==> src/rtl/hall_call_dispatcher_if.sv <==
// Hall-call dispatcher bus: hall buttons, both car handshakes and the call status vectors.
// master = dispatcher side, slave = buttons/car sequencers side.
interface hall_call_dispatcher_if #(
    parameter int FLOORS = 5,
    parameter int FW     = 3
);
    logic [FLOORS-1:0] buttons;
    logic [FW-1:0]     ffloor;
    logic              fbusy;
    logic              fack;
    logic              farrive;
    logic              fgo;
    logic [FW-1:0]     ftarget;
    logic [FW-1:0]     sfloor;
    logic              sbusy;
    logic              sack;
    logic              sarrive;
    logic              sgo;
    logic [FW-1:0]     starget;
    logic [FLOORS-1:0] pending;
    logic [FLOORS-1:0] assigned;

    modport master (
        input  buttons, ffloor, fbusy, fack, farrive,
        input  sfloor, sbusy, sack, sarrive,
        output fgo, ftarget, sgo, starget, pending, assigned
    );

    modport slave (
        output buttons, ffloor, fbusy, fack, farrive,
        output sfloor, sbusy, sack, sarrive,
        input  fgo, ftarget, sgo, starget, pending, assigned
    );
endinterface

==> src/rtl/hall_call_dispatcher.sv <==
// Two-car hall-call dispatcher: latches presses, offers one call at a time to the nearest free car.
// Optional macro AGE_PRIORITY_EN: pick the oldest unassigned call instead of the lowest floor.
module hall_call_dispatcher #(
    parameter int FLOORS = 5,
    parameter int FW     = 3,
    parameter int AGE_W  = 8
) (
    input  logic                   clk,
    input  logic                   reset,
    hall_call_dispatcher_if.master bus
);

    typedef enum logic [1:0] {IDLE, PICK, OFFER} state_t;

    state_t            state_q, state_d;
    logic [FLOORS-1:0] pending_q, pending_d;
    logic [FLOORS-1:0] assigned_q, assigned_d;
    logic              fhold_q, fhold_d;
    logic              shold_q, shold_d;
    logic              fgo_q, fgo_d;
    logic              sgo_q, sgo_d;
    logic [FW-1:0]     ftarget_q, ftarget_d;
    logic [FW-1:0]     starget_q, starget_d;
    logic              to_s_q, to_s_d;

    logic [FLOORS-1:0] unassigned;
    logic [FLOORS-1:0] grant_set;
    logic              f_free, s_free;
    logic [FW-1:0]     pick_floor;
    logic              pick_found;
    logic              pick_s;
    logic signed [FW+1:0] f_dist, s_dist;

    function automatic logic [FW-1:0] clamp_floor(input logic [FW-1:0] f);
        if (f > FW'(FLOORS-1)) return FW'(FLOORS-1);
        return f;
    endfunction

    function automatic logic signed [FW+1:0] floor_dist(input logic [FW-1:0] a,
                                                        input logic [FW-1:0] b);
        logic signed [FW+1:0] diff;
        diff = $signed({2'b00, a}) - $signed({2'b00, b});
        return diff[FW+1] ? -diff : diff;
    endfunction

    assign unassigned = pending_q & ~assigned_q;
    assign f_free     = !bus.fbusy && !fhold_q && !fgo_q;
    assign s_free     = !bus.sbusy && !shold_q && !sgo_q;

`ifdef AGE_PRIORITY_EN
    logic [AGE_W-1:0] age_q [FLOORS];
    logic [AGE_W-1:0] age_d [FLOORS];
    logic [AGE_W-1:0] best_age;

    function automatic logic [AGE_W-1:0] sat_inc(input logic [AGE_W-1:0] v);
        if (&v) return v;
        return v + 1'b1;
    endfunction

    always_comb begin
        for (int i = 0; i < FLOORS; i++) begin
            age_d[i] = age_q[i];
            if (grant_set[i])       age_d[i] = '0;
            else if (unassigned[i]) age_d[i] = sat_inc(age_q[i]);
        end
    end

    always_ff @(posedge clk or negedge reset) begin
        if (!reset) begin
            for (int i = 0; i < FLOORS; i++) age_q[i] <= '0;
        end else begin
            for (int i = 0; i < FLOORS; i++) age_q[i] <= age_d[i];
        end
    end

    // Strict '>' keeps the lowest index on equal ages.
    always_comb begin
        pick_floor = '0;
        pick_found = 1'b0;
        best_age   = '0;
        for (int i = 0; i < FLOORS; i++) begin
            if (unassigned[i] && (!pick_found || age_q[i] > best_age)) begin
                pick_floor = FW'(i);
                best_age   = age_q[i];
                pick_found = 1'b1;
            end
        end
    end
`else
    logic unused_age_w;
    assign unused_age_w = (AGE_W > 0);

    always_comb begin
        pick_floor = '0;
        pick_found = 1'b0;
        for (int i = 0; i < FLOORS; i++) begin
            if (unassigned[i] && !pick_found) begin
                pick_floor = FW'(i);
                pick_found = 1'b1;
            end
        end
    end
`endif

    // Out-of-range floor inputs are treated as the top floor; ties favour car F.
    assign f_dist = floor_dist(clamp_floor(bus.ffloor), pick_floor);
    assign s_dist = floor_dist(clamp_floor(bus.sfloor), pick_floor);
    assign pick_s = s_free && (!f_free || (s_dist < f_dist));

    always_comb begin
        state_d    = state_q;
        fgo_d      = fgo_q;
        sgo_d      = sgo_q;
        ftarget_d  = ftarget_q;
        starget_d  = starget_q;
        to_s_d     = to_s_q;
        fhold_d    = fhold_q;
        shold_d    = shold_q;
        pending_d  = pending_q | bus.buttons;
        assigned_d = assigned_q;
        grant_set  = '0;

        case (state_q)
            IDLE: begin
                if ((|unassigned) && (f_free || s_free)) state_d = PICK;
            end
            PICK: begin
                if (pick_found && (f_free || s_free)) begin
                    to_s_d = pick_s;
                    if (pick_s) begin
                        sgo_d     = 1'b1;
                        starget_d = pick_floor;
                    end else begin
                        fgo_d     = 1'b1;
                        ftarget_d = pick_floor;
                    end
                    state_d = OFFER;
                end else begin
                    state_d = IDLE;
                end
            end
            OFFER: begin
                // Only the offered car's ack counts; busy does not withdraw the offer.
                if (!to_s_q && bus.fack) begin
                    fgo_d                = 1'b0;
                    grant_set[ftarget_q] = 1'b1;
                    fhold_d              = 1'b1;
                    state_d              = IDLE;
                end else if (to_s_q && bus.sack) begin
                    sgo_d                = 1'b0;
                    grant_set[starget_q] = 1'b1;
                    shold_d              = 1'b1;
                    state_d              = IDLE;
                end
            end
            default: state_d = IDLE;
        endcase

        assigned_d = assigned_d | grant_set;

        // Arrival clears are applied last so they win over a same-cycle press.
        if (bus.farrive && fhold_q) begin
            pending_d[ftarget_q]  = 1'b0;
            assigned_d[ftarget_q] = 1'b0;
            fhold_d               = 1'b0;
        end
        if (bus.sarrive && shold_q) begin
            pending_d[starget_q]  = 1'b0;
            assigned_d[starget_q] = 1'b0;
            shold_d               = 1'b0;
        end
    end

    always_ff @(posedge clk or negedge reset) begin
        if (!reset) begin
            state_q    <= IDLE;
            pending_q  <= '0;
            assigned_q <= '0;
            fhold_q    <= 1'b0;
            shold_q    <= 1'b0;
            fgo_q      <= 1'b0;
            sgo_q      <= 1'b0;
            ftarget_q  <= '0;
            starget_q  <= '0;
            to_s_q     <= 1'b0;
        end else begin
            state_q    <= state_d;
            pending_q  <= pending_d;
            assigned_q <= assigned_d;
            fhold_q    <= fhold_d;
            shold_q    <= shold_d;
            fgo_q      <= fgo_d;
            sgo_q      <= sgo_d;
            ftarget_q  <= ftarget_d;
            starget_q  <= starget_d;
            to_s_q     <= to_s_d;
        end
    end

    assign bus.fgo      = fgo_q;
    assign bus.sgo      = sgo_q;
    assign bus.ftarget  = ftarget_q;
    assign bus.starget  = starget_q;
    assign bus.pending  = pending_q;
    assign bus.assigned = assigned_q;

endmodule

==> src/flat_wrapper.sv <==
// flat-port wrapper written by rule: the top's interface ports become plain ports
module hall_call_dispatcher_flat 
#(
    parameter int FLOORS = 5,
    parameter int FW     = 3,
    parameter int AGE_W  = 8
)
  (clk, reset, bus_buttons, bus_ffloor, bus_fbusy, bus_fack, bus_farrive, bus_sfloor, bus_sbusy, bus_sack, bus_sarrive, bus_fgo, bus_ftarget, bus_sgo, bus_starget, bus_pending, bus_assigned);
  hall_call_dispatcher_if #(.FLOORS(FLOORS), .FW(FW)) bus_i ();
  input  logic clk;
  input  logic reset;
  input wire logic [$bits(bus_i.buttons)-1:0] bus_buttons;
  input wire logic [$bits(bus_i.ffloor)-1:0] bus_ffloor;
  input wire logic [$bits(bus_i.fbusy)-1:0] bus_fbusy;
  input wire logic [$bits(bus_i.fack)-1:0] bus_fack;
  input wire logic [$bits(bus_i.farrive)-1:0] bus_farrive;
  input wire logic [$bits(bus_i.sfloor)-1:0] bus_sfloor;
  input wire logic [$bits(bus_i.sbusy)-1:0] bus_sbusy;
  input wire logic [$bits(bus_i.sack)-1:0] bus_sack;
  input wire logic [$bits(bus_i.sarrive)-1:0] bus_sarrive;
  output wire logic [$bits(bus_i.fgo)-1:0] bus_fgo;
  output wire logic [$bits(bus_i.ftarget)-1:0] bus_ftarget;
  output wire logic [$bits(bus_i.sgo)-1:0] bus_sgo;
  output wire logic [$bits(bus_i.starget)-1:0] bus_starget;
  output wire logic [$bits(bus_i.pending)-1:0] bus_pending;
  output wire logic [$bits(bus_i.assigned)-1:0] bus_assigned;
  assign bus_i.buttons = bus_buttons;
  assign bus_i.ffloor = bus_ffloor;
  assign bus_i.fbusy = bus_fbusy;
  assign bus_i.fack = bus_fack;
  assign bus_i.farrive = bus_farrive;
  assign bus_i.sfloor = bus_sfloor;
  assign bus_i.sbusy = bus_sbusy;
  assign bus_i.sack = bus_sack;
  assign bus_i.sarrive = bus_sarrive;
  assign bus_fgo = bus_i.fgo;
  assign bus_ftarget = bus_i.ftarget;
  assign bus_sgo = bus_i.sgo;
  assign bus_starget = bus_i.starget;
  assign bus_pending = bus_i.pending;
  assign bus_assigned = bus_i.assigned;
  hall_call_dispatcher #(.FLOORS(FLOORS), .FW(FW), .AGE_W(AGE_W)) u_core (.clk(clk), .reset(reset), .bus(bus_i));
endmodule
==> config.mk <==
export PLATFORM = sky130hd
export DESIGN_NAME = hall_call_dispatcher_flat
export DESIGN_NICKNAME = d
export VERILOG_FILES = /design/src/rtl/hall_call_dispatcher_if.sv /design/src/rtl/hall_call_dispatcher.sv /design/src/flat_wrapper.sv
export SDC_FILE = /design/constraint.sdc
export NUM_CORES = 1
export LEC_CHECK = 0
export ABC_AREA = 1
export CAP_MARGIN = 10
export CORE_UTILIZATION = 40
export CTS_CLUSTER_DIAMETER = 200
export DETAILED_ROUTE_END_ITERATION = 8
export PLACE_DENSITY = 0.74
export SLEW_MARGIN = 20
export SYNTH_ARGS = -nofsm -noshare
export SYNTH_HDL_FRONTEND = slang
export SYNTH_SLANG_ARGS = --single-unit
==> constraint.sdc <==
create_clock -name clk -period 5.9 [get_ports clk]
set_input_delay 1.18 -clock clk [delete_from_list [all_inputs] [get_ports clk]]
set_output_delay 1.18 -clock clk [all_outputs]
set_load 0.01 [all_outputs]
==> flow_metrics.py, run 1 <==
metrics = {
    "run_status": {
        "status": "finished, final reports clean",
    },
    "timing": {
        "tightest_slew_ns": 0.557,
        "finalCritPeriodShare_pct": 67.7,
        "fin_skew_ns": 0.00465,
        "tns_ns": 0,
        "setup_viol": 0,
        "max_freq_mhz": 250,
        "slew_violations": 0,
        "hold_viol_final": 0,
        "period_minus_slack_ns": 4.00,
        "slew_headroom_pct": 62.8,
        "rsz0062_at_grt": "false",
    },
    "die": {
        "ioPinCount": 37,
        "die_area_mm2": 0.00446,
        "die_y_um": 66.8,
        "core_area_mm2": 0.00400,
        "die_x_um": 66.8,
        "start_util_pct": 41.9,
        "row_count": 23,
    },
    "synth": {
        "syn-cell-area_mm2": 0.00168,
        "synth-simple-area-share_pct": 29.5,
        "synth_top_area_share_pct": 34.3,
        "syn_nets": 257,
        "synth_top_family_by_area": "simple AND/OR/NAND/NOR gates",
        "synth-main-ff-cell": "dfrtp_1",
        "async_flop_share_pct": 100,
        "ys_seq_elements": 23,
        "synth_top_area_cell": "dfrtp_1",
        "ys_seq_area_share_pct": 34.3,
        "synth_edf_count": 0,
        "ys_warn_count": 0,
        "ys_top_cells_by_area": "dfrtp_1 (34%), nand2_1 (12%), ha_1 (10%), inv_1 (6.7%), nor2_1 (4.5%)",
        "synthAdderAreaFrac_pct": 12.8,
        "synth.distinct_cells": 32,
        "avgSynthCellArea_um2": 7.56,
        "synthCells": 222,
        "muxShareOfSynthArea_pct": 0,
        "synth_compound_area_share_pct": 12.8,
        "synth_xor_area_share_pct": 2.09,
    },
    "routing": {
        "postRouteWirelength_um": 3540,
        "first_pass_iters": 4,
        "drtIter0Drc": 94,
        "wl_per_cell_um": 11.4,
        "vias": 1528,
        "drc": 0,
        "ant_nets": 0,
        "via_per_inst": 4.93,
    },
    "critical_path": {
        "crit_required_ns": 6.07,
        "crit_type": "input port to flop",
        "critPathArrivalTime_ns": 4.16,
        "end_kind": "flop",
        "critPathMaxFanout": 3,
        "start_kind": "input port",
        "startpoint": "bus_sfloor[0]",
        "reg2reg_from": "u_core.bus.pending[2]$_DFF_PN0_",
    },
    "clocking": {
        "clk_pin_slew_worst_paths_ns": 0.08,
        "cts_buffers": 3,
        "cts_tree": "done",
        "hold_buffers": 0,
        "cts_num_sinks": 23,
        "htree_levels": 1,
        "root_buffer": "clkbuf_8",
        "cts_max_path_buffers": 2,
        "worst_skew_pair.late_latency_ns": 0.27,
        "cts_setup_buffers": 0,
        "cts_resized": 0,
    },
    "global_route": {
        "grt.overflow.total": 0,
        "antenna_found_initial": 0,
        "grt_pass1_wl_um": 5910,
        "grt_usage_pct": 17.5,
        "grt_max_degree": 24,
        "first_global_vias": 1379,
    },
    "placement": {
        "dp.cells": 306,
        "globalplace.congestion": 0.857,
        "port_buffers": 36,
        "post-dp-hpwl_um": 2900,
        "post_dp_cell_area_mm2": 0.00209,
    },
    "worst_hold_path": {
        "hold_path.startpoint": "u_core.bus.sgo$_DFFE_PN0P_",
        "hold_class": "flop to flop",
    },
    "final_layout": {
        "design_area_mm2": 0.00213,
        "syn_to_final_growth_pct": 27.1,
        "final_cell_count_no_fill": 310,
        "nets": 296,
        "diodes": 0,
        "fillerInstances": 388,
        "layout-drive-gt1-share_pct": 9.62,
    },
    "power_and_ir_drop": {
        "ir_drop_mv": 0.237,
        "powerDensity_mw_per_mm2": 395,
        "leakage_uw": 0.000988,
    },
    "job": {
        "maxCapViolCount": 0,
    },
}
==> placed cells by master, fill, tap and decap left out, types with 2 or more instances in the layout <==
master,instances
a31o_1,2
clkbuf_8,3
clkdlybuf4s50_1,35
a211oi_2,2
clkinv_1,3
a21oi_1,7
ha_1,14
nand2_2,8
a21oi_2,2
a32o_1,2
nand2_1,55
o21ai_0,4
nor3_1,9
nor2_2,3
inv_1,30
dfrtp_1,23
o21ai_1,7
fa_1,2
o21a_1,2
nor2_1,20
nand3_1,9
xnor2_1,3
inv_2,3
==> worst paths after layout <==
path / end / slack (ns) / cells after the start
max in group asynchronous: u_core.state_q[0]$_DFFE_PN0P_ / 4.67 / 1
worst min-delay path: u_core.bus.sgo$_DFFE_PN0P_ / 0.50 / 2
worst min register to register: u_core.bus.sgo$_DFFE_PN0P_ / 0.50 / 2
worst max-delay path: u_core.bus.fgo$_DFFE_PN0P_ / 1.90 / 21
min in group asynchronous: u_core.bus.assigned[1]$_DFF_PN0_ / 0.87 / 1
worst max register to register: u_core.bus.fgo$_DFFE_PN0P_ / 2.47 / 21
==> cells by family after synthesis <==
group | count (synthesis)
adders and majority gates | 16
xor gates and xnor gates | 4
AOI/OAI and AO/OA | 32
DFF | 23
buffers and inverters | 38
and+or+nand+nor | 109
==> cell usage after synthesis, types with 2 or more instances <==
library cell	instances
nand2_1	55
inv_2	3
nand2_2	8
clkbuf_1	2
o21a_1	2
nor2_2	3
xnor2_1	3
nor3_1	9
nand3_1	9
inv_1	30
ha_1	14
fa_1	2
o21ai_1	7
dfrtp_1	23
o21ai_0	4
a211oi_2	2
clkinv_1	3
a21oi_2	2
a32o_1	2
a21oi_1	7
nor2_1	20
a31o_1	2
==> worst max-delay path, cell delays in order <==
cell	delay [ns]
clkdlybuf4s50_1	0.41
o21ai_0	0.22
nand2_1	0.09
ha_1	0.24
fa_1	0.51
ha_1	0.20
inv_1	0.05
nand2_1	0.06
xnor2_1	0.15
ha_1	0.30
nand2_1	0.06
nor2_1	0.08
nand2_1	0.06
nand3_1	0.07
nand2_2	0.07
nand2_2	0.10
nand2_2	0.07
nand2_1	0.08
nand2_1	0.06
nand2_1	0.05
nand2_1	0.04
==> flip-flops by register name (all words and copies together), names as in the netlist <==
| register | flops |
|---|---|
| u_core.bus.fgo | 1 |
| u_core.bus.starget | 3 |
| u_core.to_s_q | 1 |
| u_core.shold_q | 1 |
| u_core.bus.assigned | 5 |
| u_core.fhold_q | 1 |
| u_core.bus.ftarget | 3 |
| u_core.state_q | 2 |
| u_core.bus.pending | 5 |
| u_core.bus.sgo | 1 |
==> final cells by class <==
| cell class | instances | area (um^2) | area share (%) |
|---|---|---|---|
| Inverter | 36 | 135 | 6.33 |
| Sequential cell | 23 | 576 | 27.0 |
| Clock buffer | 4 | 45.0 | 2.11 |
| Multi-Input combinational cell | 161 | 960 | 45.0 |
| Timing Repair Buffer | 36 | 355 | 16.7 |
| Tap cell | 50 | 62.6 | 2.93 |
==> per-layer routing <==
layer	up-vias	share of wire (%)	global-route usage, %
met5	-	0	0
met1	684	47	22.5
met3	8	5.6	4.62
met4	0	1.6	4.79
li1	793	-	-
met2	43	46	28.5
==> report_power, final <==
group / leakage [uW] / internal [uW] / switching, uW
clock: 0.0000228 / 48.3 / 53.0
combinational: 0.000699 / 215 / 291
sequential: 0.000266 / 201 / 35.6
total: 0.000988 / 464 / 380
==> through the flow <==
stage | hold slack, ns | power, uW | setup slack [ns] | util (%)
after floorplan | 0.486 | 606 | 2.28 | -
after global routing | 0.542 | 925 | 1.69 | 53.3
after CTS | 0.515 | 851 | 1.91 | 53.5
final | 0.505 | 844 | 1.90 | 53.3
after global placement | 0.494 | 732 | 1.72 | 52.3
after detailed placement | 0.486 | 749 | 1.62 | 52.3
Note: power is estimated with default switching activity, not from simulation.
==> run 2: changes to the inputs <==
==> constraint.sdc (replaced) <==
create_clock -name clk -period 4.2 [get_ports clk]
set_input_delay 0.84 -clock clk [delete_from_list [all_inputs] [get_ports clk]]
set_output_delay 0.84 -clock clk [all_outputs]
set_load 0.01 [all_outputs]
==> flow_metrics.py, run 2 (synthesis gave the netlist of run 1 again) <==
metrics = {
    "clocking": {
        "htree_levels": 1,
        "clk_pin_slew_worst_paths_ns": 0.08,
        "cts_buffers": 3,
        "cts_resized": 0,
        "cts_num_sinks": 23,
        "worst_skew_pair.late_latency_ns": 0.26,
        "cts_setup_buffers": 0,
        "cts_max_path_buffers": 2,
        "hold_buffers": 0,
        "cts_tree": "done",
        "root_buffer": "clkbuf_8",
    },
    "timing": {
        "period_minus_slack_ns": 3.65,
        "hold_viol_final": 0,
        "max_freq_mhz": 274,
        "rsz0062_at_grt": "false",
        "tightest_slew_ns": 0.586,
        "setup_viol": 0,
        "fin_skew_ns": 0.00541,
        "slew_violations": 0,
        "slew_headroom_pct": 60.9,
        "tns_ns": 0,
        "finalCritPeriodShare_pct": 86.8,
    },
    "power_and_ir_drop": {
        "powerDensity_mw_per_mm2": 554,
        "leakage_uw": 0.000988,
        "power_uw": 1180,
        "ir_drop_mv": 0.345,
    },
    "die": {
        "core_area_mm2": 0.00400,
        "die_y_um": 66.8,
        "die_x_um": 66.8,
        "die_area_mm2": 0.00446,
        "start_util_pct": 41.9,
        "ioPinCount": 37,
        "row_count": 23,
    },
    "routing": {
        "wl_met1_um": 1730,
        "topRoutingLayerUsed": "met4",
        "dr_wl_met3_um": 155,
        "first_pass_iters": 4,
        "via_per_inst": 4.89,
        "postRouteWirelength_um": 3540,
        "drtIter0Drc": 68,
        "wl_met2_um": 1610,
        "vias": 1517,
        "drc": 0,
        "ant_nets": 0,
        "wl_per_cell_um": 11.4,
    },
    "job": {
        "maxCapViolCount": 0,
    },
    "final_layout": {
        "syn_to_final_growth_pct": 27.1,
        "layout_common_cells": "nand2_1 (55), clkdlybuf4s50_1 (35), inv_1 (30), dfrtp_1 (23), nor2_1 (20)",
        "diodes": 0,
        "nets": 296,
        "layout-drive-gt1-share_pct": 9.62,
        "final_common_cell": "nand2_1",
        "fillerInstances": 394,
    },
    "global_route": {
        "grt_pass1_wl_um": 5770,
        "grt_max_degree": 24,
        "grt.overflow.total": 0,
        "antenna_found_initial": 0,
        "grt_usage_pct": 16.9,
        "first_global_vias": 1370,
    },
    "worst_hold_path": {
        "hold_class": "flop to flop",
    },
    "critical_path": {
        "critPathArrivalTime_ns": 3.80,
        "startpoint": "bus_sfloor[0]",
        "rrSetupSlack_ns": 0.76,
        "start_kind": "input port",
        "critPathCapture": "u_core.bus.fgo$_DFFE_PN0P_",
        "crit_required_ns": 4.36,
        "reg2reg_depth": 21,
        "rr_endpoint": "u_core.bus.fgo$_DFFE_PN0P_",
        "critPathMaxFanout": 3,
        "end_kind": "flop",
        "crit_type": "input port to flop",
        "reg2reg_from": "u_core.bus.pending[2]$_DFF_PN0_",
    },
    "run_status": {
        "status": "finished, final reports clean",
    },
    "placement": {
        "globalplace.congestion": 0.856,
        "post-dp-hpwl_um": 2890,
        "port_buffers": 36,
    },
}
-- run 2: worst min-delay path by stage --
stage                               start                         end  cells after the start
5_1_grt        u_core.bus.sgo$_DFFE_PN0P_  u_core.bus.sgo$_DFFE_PN0P_                      2
4_1_cts        u_core.bus.sgo$_DFFE_PN0P_  u_core.bus.sgo$_DFFE_PN0P_                      2
2_1_floorplan  u_core.shold_q$_DFFE_PN0P_  u_core.shold_q$_DFFE_PN0P_                      1
3_3_place_gp   u_core.bus.sgo$_DFFE_PN0P_  u_core.bus.sgo$_DFFE_PN0P_                      2
3_5_place_dp   u_core.bus.sgo$_DFFE_PN0P_  u_core.bus.sgo$_DFFE_PN0P_                      2
6_report       u_core.bus.sgo$_DFFE_PN0P_  u_core.bus.sgo$_DFFE_PN0P_                      2
-- run 2: layer usage --
layer / up-vias / track usage, %
met5: - / 0
met4: 0 / 4.26
met3: 6 / 3.42
met2: 34 / 28.9
met1: 686 / 21.5
li1: 791 / -
-- run 2: metrics by stage --
stage / hold WS (ns) / util [%] / std cells / setup slack (ns) / instance area, um^2
floorplan: 0.486 / - / 222 / 0.923 / 1680
global placement: 0.494 / 52.3 / 306 / 0.364 / 2090
detailed placement: 0.486 / 52.3 / 306 / 0.274 / 2090
CTS: 0.515 / 53.5 / 310 / 0.543 / 2140
global route: 0.542 / 53.3 / 310 / 0.327 / 2130
finish: 0.504 / 53.3 / 310 / 0.555 / 2130
-- run 2: final cells by class --
| cell class | instances | area, um^2 | area share [%] |
|---|---|---|---|
| multi-input cells | 161 | 960 | 45.0 |
| flip-flops and latches | 23 | 576 | 27.0 |
| repair buffers | 36 | 355 | 16.7 |
| inverters | 36 | 135 | 6.33 |
| well taps | 50 | 62.6 | 2.93 |
| clock buffers | 4 | 45.0 | 2.11 |
-- run 2: worst max-delay path, stage by stage --
cell             delay, ns
clkdlybuf4s50_1       0.41
o21ai_0               0.22
nand2_1               0.09
ha_1                  0.23
fa_1                  0.51
ha_1                  0.20
inv_1                 0.05
nand2_1               0.06
xnor2_1               0.15
ha_1                  0.30
nand2_1               0.06
nor2_1                0.08
nand2_1               0.06
nand3_1               0.08
nand2_2               0.07
nand2_2               0.10
nand2_2               0.07
nand2_1               0.07
nand2_1               0.05
nand2_1               0.05
nand2_1               0.04
-- run 2: power by group --
part / leakage [uW] / switching [uW] / internal [uW]
clock: 0.0000228 / 70.3 / 67.7
sequential: 0.000266 / 50.4 / 282
combinational: 0.000699 / 410 / 303
==> patch (settings of run 2) <==
`FW` is set to 3 in 3 places; all go to 5.
--- a/src/rtl/hall_call_dispatcher_if.sv
+++ b/src/rtl/hall_call_dispatcher_if.sv
@@ -2,7 +2,7 @@
 // master = dispatcher side, slave = buttons/car sequencers side.
 interface hall_call_dispatcher_if #(
     parameter int FLOORS = 5,
-    parameter int FW     = 3
+    parameter int FW     = 5
 );
     logic [FLOORS-1:0] buttons;
     logic [FW-1:0]     ffloor;
--- a/src/rtl/hall_call_dispatcher.sv
+++ b/src/rtl/hall_call_dispatcher.sv
@@ -2,7 +2,7 @@
 // Optional macro AGE_PRIORITY_EN: pick the oldest unassigned call instead of the lowest floor.
 module hall_call_dispatcher #(
     parameter int FLOORS = 5,
-    parameter int FW     = 3,
+    parameter int FW     = 5,
     parameter int AGE_W  = 8
 ) (
     input  logic                   clk,
--- a/src/flat_wrapper.sv
+++ b/src/flat_wrapper.sv
@@ -2,7 +2,7 @@
 module hall_call_dispatcher_flat 
 #(
     parameter int FLOORS = 5,
-    parameter int FW     = 3,
+    parameter int FW     = 5,
     parameter int AGE_W  = 8
 )
   (clk, reset, bus_buttons, bus_ffloor, bus_fbusy, bus_fack, bus_farrive, bus_sfloor, bus_sbusy, bus_sack, bus_sarrive, bus_fgo, bus_ftarget, bus_sgo, bus_starget, bus_pending, bus_assigned);
Interface: changed (resized bus_ffloor, bus_ftarget, bus_sfloor and bus_starget); port bits go from 37 to 45. No check against the original RTL was run, so the function may have changed too.
==> patch against run 2 <==
Sequential cell count did not move; area after synthesis rose by 11%; global-route usage fell by 0.18 points; setup slack got worse by 140 ps; combinational power rose by 3.8%; power rose by 2.6%; critical path depth did not move; critical path type unchanged; largest cell class unchanged; final area rose by 11%; cell count rose by 16%; highest routed layer unchanged; wire length rose by 8.2%.
==> patch: results (changes against run 2) <==
Placement-stage worst setup slack: 129 ps (was 274 ps). The tools report the startpoint of the lowest-slack register-to-register path as u_core.bus.assigned[2] (was u_core.bus.pending[2]). The tools report the start point of the worst hold path as u_core.state_q[1] (was u_core.bus.sgo). The flow ran to the end, and the final reports show no timing, DRC or antenna violations. The wire length of the first global-routing pass is 6.84 mm (was 5.77 mm), and the setup slack on the worst flop-to-flop path is 710 ps (was 760 ps).

The via total after detailed routing was 1,757 (was 1,517). Fraction of layout instances using a drive strength above 1: 5.83% (was 9.62%). Distinct cell type count of the synthesized netlist: 29 (was 32). Top cells by area, synth: dfrtp_1 31%, nand2_1 13%, ha_1 11%, inv_1 9.3%, nor2_1 7.3% (was dfrtp_1 34%, nand2_1 12%, ha_1 10%, inv_1 6.7%, nor2_1 4.5%). For the data arrival time of the worst path, the log shows 3950 ps (was 3800 ps). The largest stage delay on the critical path is 480 ps (was 510 ps), and the cell count after synthesis is 263 (was 222). For the final cell count without fillers, the log shows 361 (was 310). The tools report the via count of the first global-routing pass as 1,666 (was 1,370).

The number of violations reported at the end of detailed-routing iteration 0 is 109 (was 68), and the worst supply voltage drop on vdd is 0.000242 V (was 0.000345 V). The slew at the pin closest to its max-slew limit is 506 ps (was 586 ps). The run gives 0.000666 W (was 0.000652 W) as the cell internal power dissipation.

The worst hold slack was 504 ps (about the same). The port buffer count was 40 (was 36). The logs give 436 (was 394) for the filler cell count in the final layout and 3.23 mm (was 2.89 mm) for the placed wire-length estimate after detailed placement. Final RePlAce weighted congestion: 0.844 (was 0.856). The run gives 31.0% (was 34.3%) as the sequential share of the synthesized area.

Post-synth top cells: 65 x nand2_1, 46 x inv_1, 36 x nor2_1, 23 x dfrtp_1, 17 x ha_1 (was 55 x nand2_1, 30 x inv_1, 23 x dfrtp_1, 20 x nor2_1, 14 x ha_1). The number of nets in the layout was 352 (was 296); the length in cells of the worst reg-to-reg path was 24 (was 21). The tools report the detailed-route wire length as 3.83 mm (was 3.54 mm). The static power due to leakage came out at 1.15 nW (was 0.988 nW). The endpoint with the worst hold slack was u_core.state_q[1] (was u_core.bus.sgo). Class of the worst hold path: flip-flop to flip-flop (unchanged). The tools report the end of the worst register-to-register path as u_core.bus.sgo (was u_core.bus.fgo).
patch: kinds of logic after synthesis:
logic type                 Yosys count  share of synthesized area [%]
adders and majority gates           19                           13.6
other                                2                          0.404
DFF                                 23                           31.0
buffers and inverters               50                           10.9
xor gates and xnor gates             4                           1.89
AOI/OAI and AO/OA                   30                           10.4
and+or+nand+nor                    135                           31.8
patch: worst max path at each step:
stage,from,to,slack [ps],cells past startpoint
after floorplan,bus_sfloor[4],u_core.bus.sgo,770,20
after global placement,bus_sfloor[4],u_core.bus.ftarget[2],250,22
after detailed placement,bus_sfloor[4],u_core.bus.sgo,130,21
after CTS,bus_sfloor[4],u_core.bus.sgo,400,21
after global routing,bus_sfloor[4],u_core.bus.sgo,170,21
final,bus_sfloor[4],u_core.bus.sgo,410,21
patch: critical path: cells and delay by family:
kind | cells | cell delay (ps)
buffers and inverters | 2 | 430
adder cells (fa/ha/maj) | 4 | 1160
XOR/XNOR | 1 | 160
AND/OR/NAND/NOR | 13 | 1210
AO/OA/AOI/OAI | 1 | 150
patch: layer usage:
layer,vias up,GRT usage (%),wire (um)
met2,46,29.3,1860
met5,-,0,0
met1,795,21.6,1730
met4,0,4.00,49
li1,910,-,-
met3,6,2.45,194
patch: power groups by stage:
stage                     Sequential, W  Combinational [W]  Clock, W
after floorplan                0.000341           0.000522         0
after global placement         0.000338           0.000712         0
after detailed placement       0.000339           0.000738         0
after CTS                      0.000334           0.000742  0.000143
after global routing           0.000342           0.000842  0.000153
final                          0.000335           0.000739  0.000139
patch: cell type report:
cell class	count	area share [%]
flip-flops and latches	23	24.4
inverters	46	7.32
well taps	52	2.76
clock buffers	3	1.75
clock inverters	1	0.318
multi-input cells	196	46.7
repair buffers	40	16.8
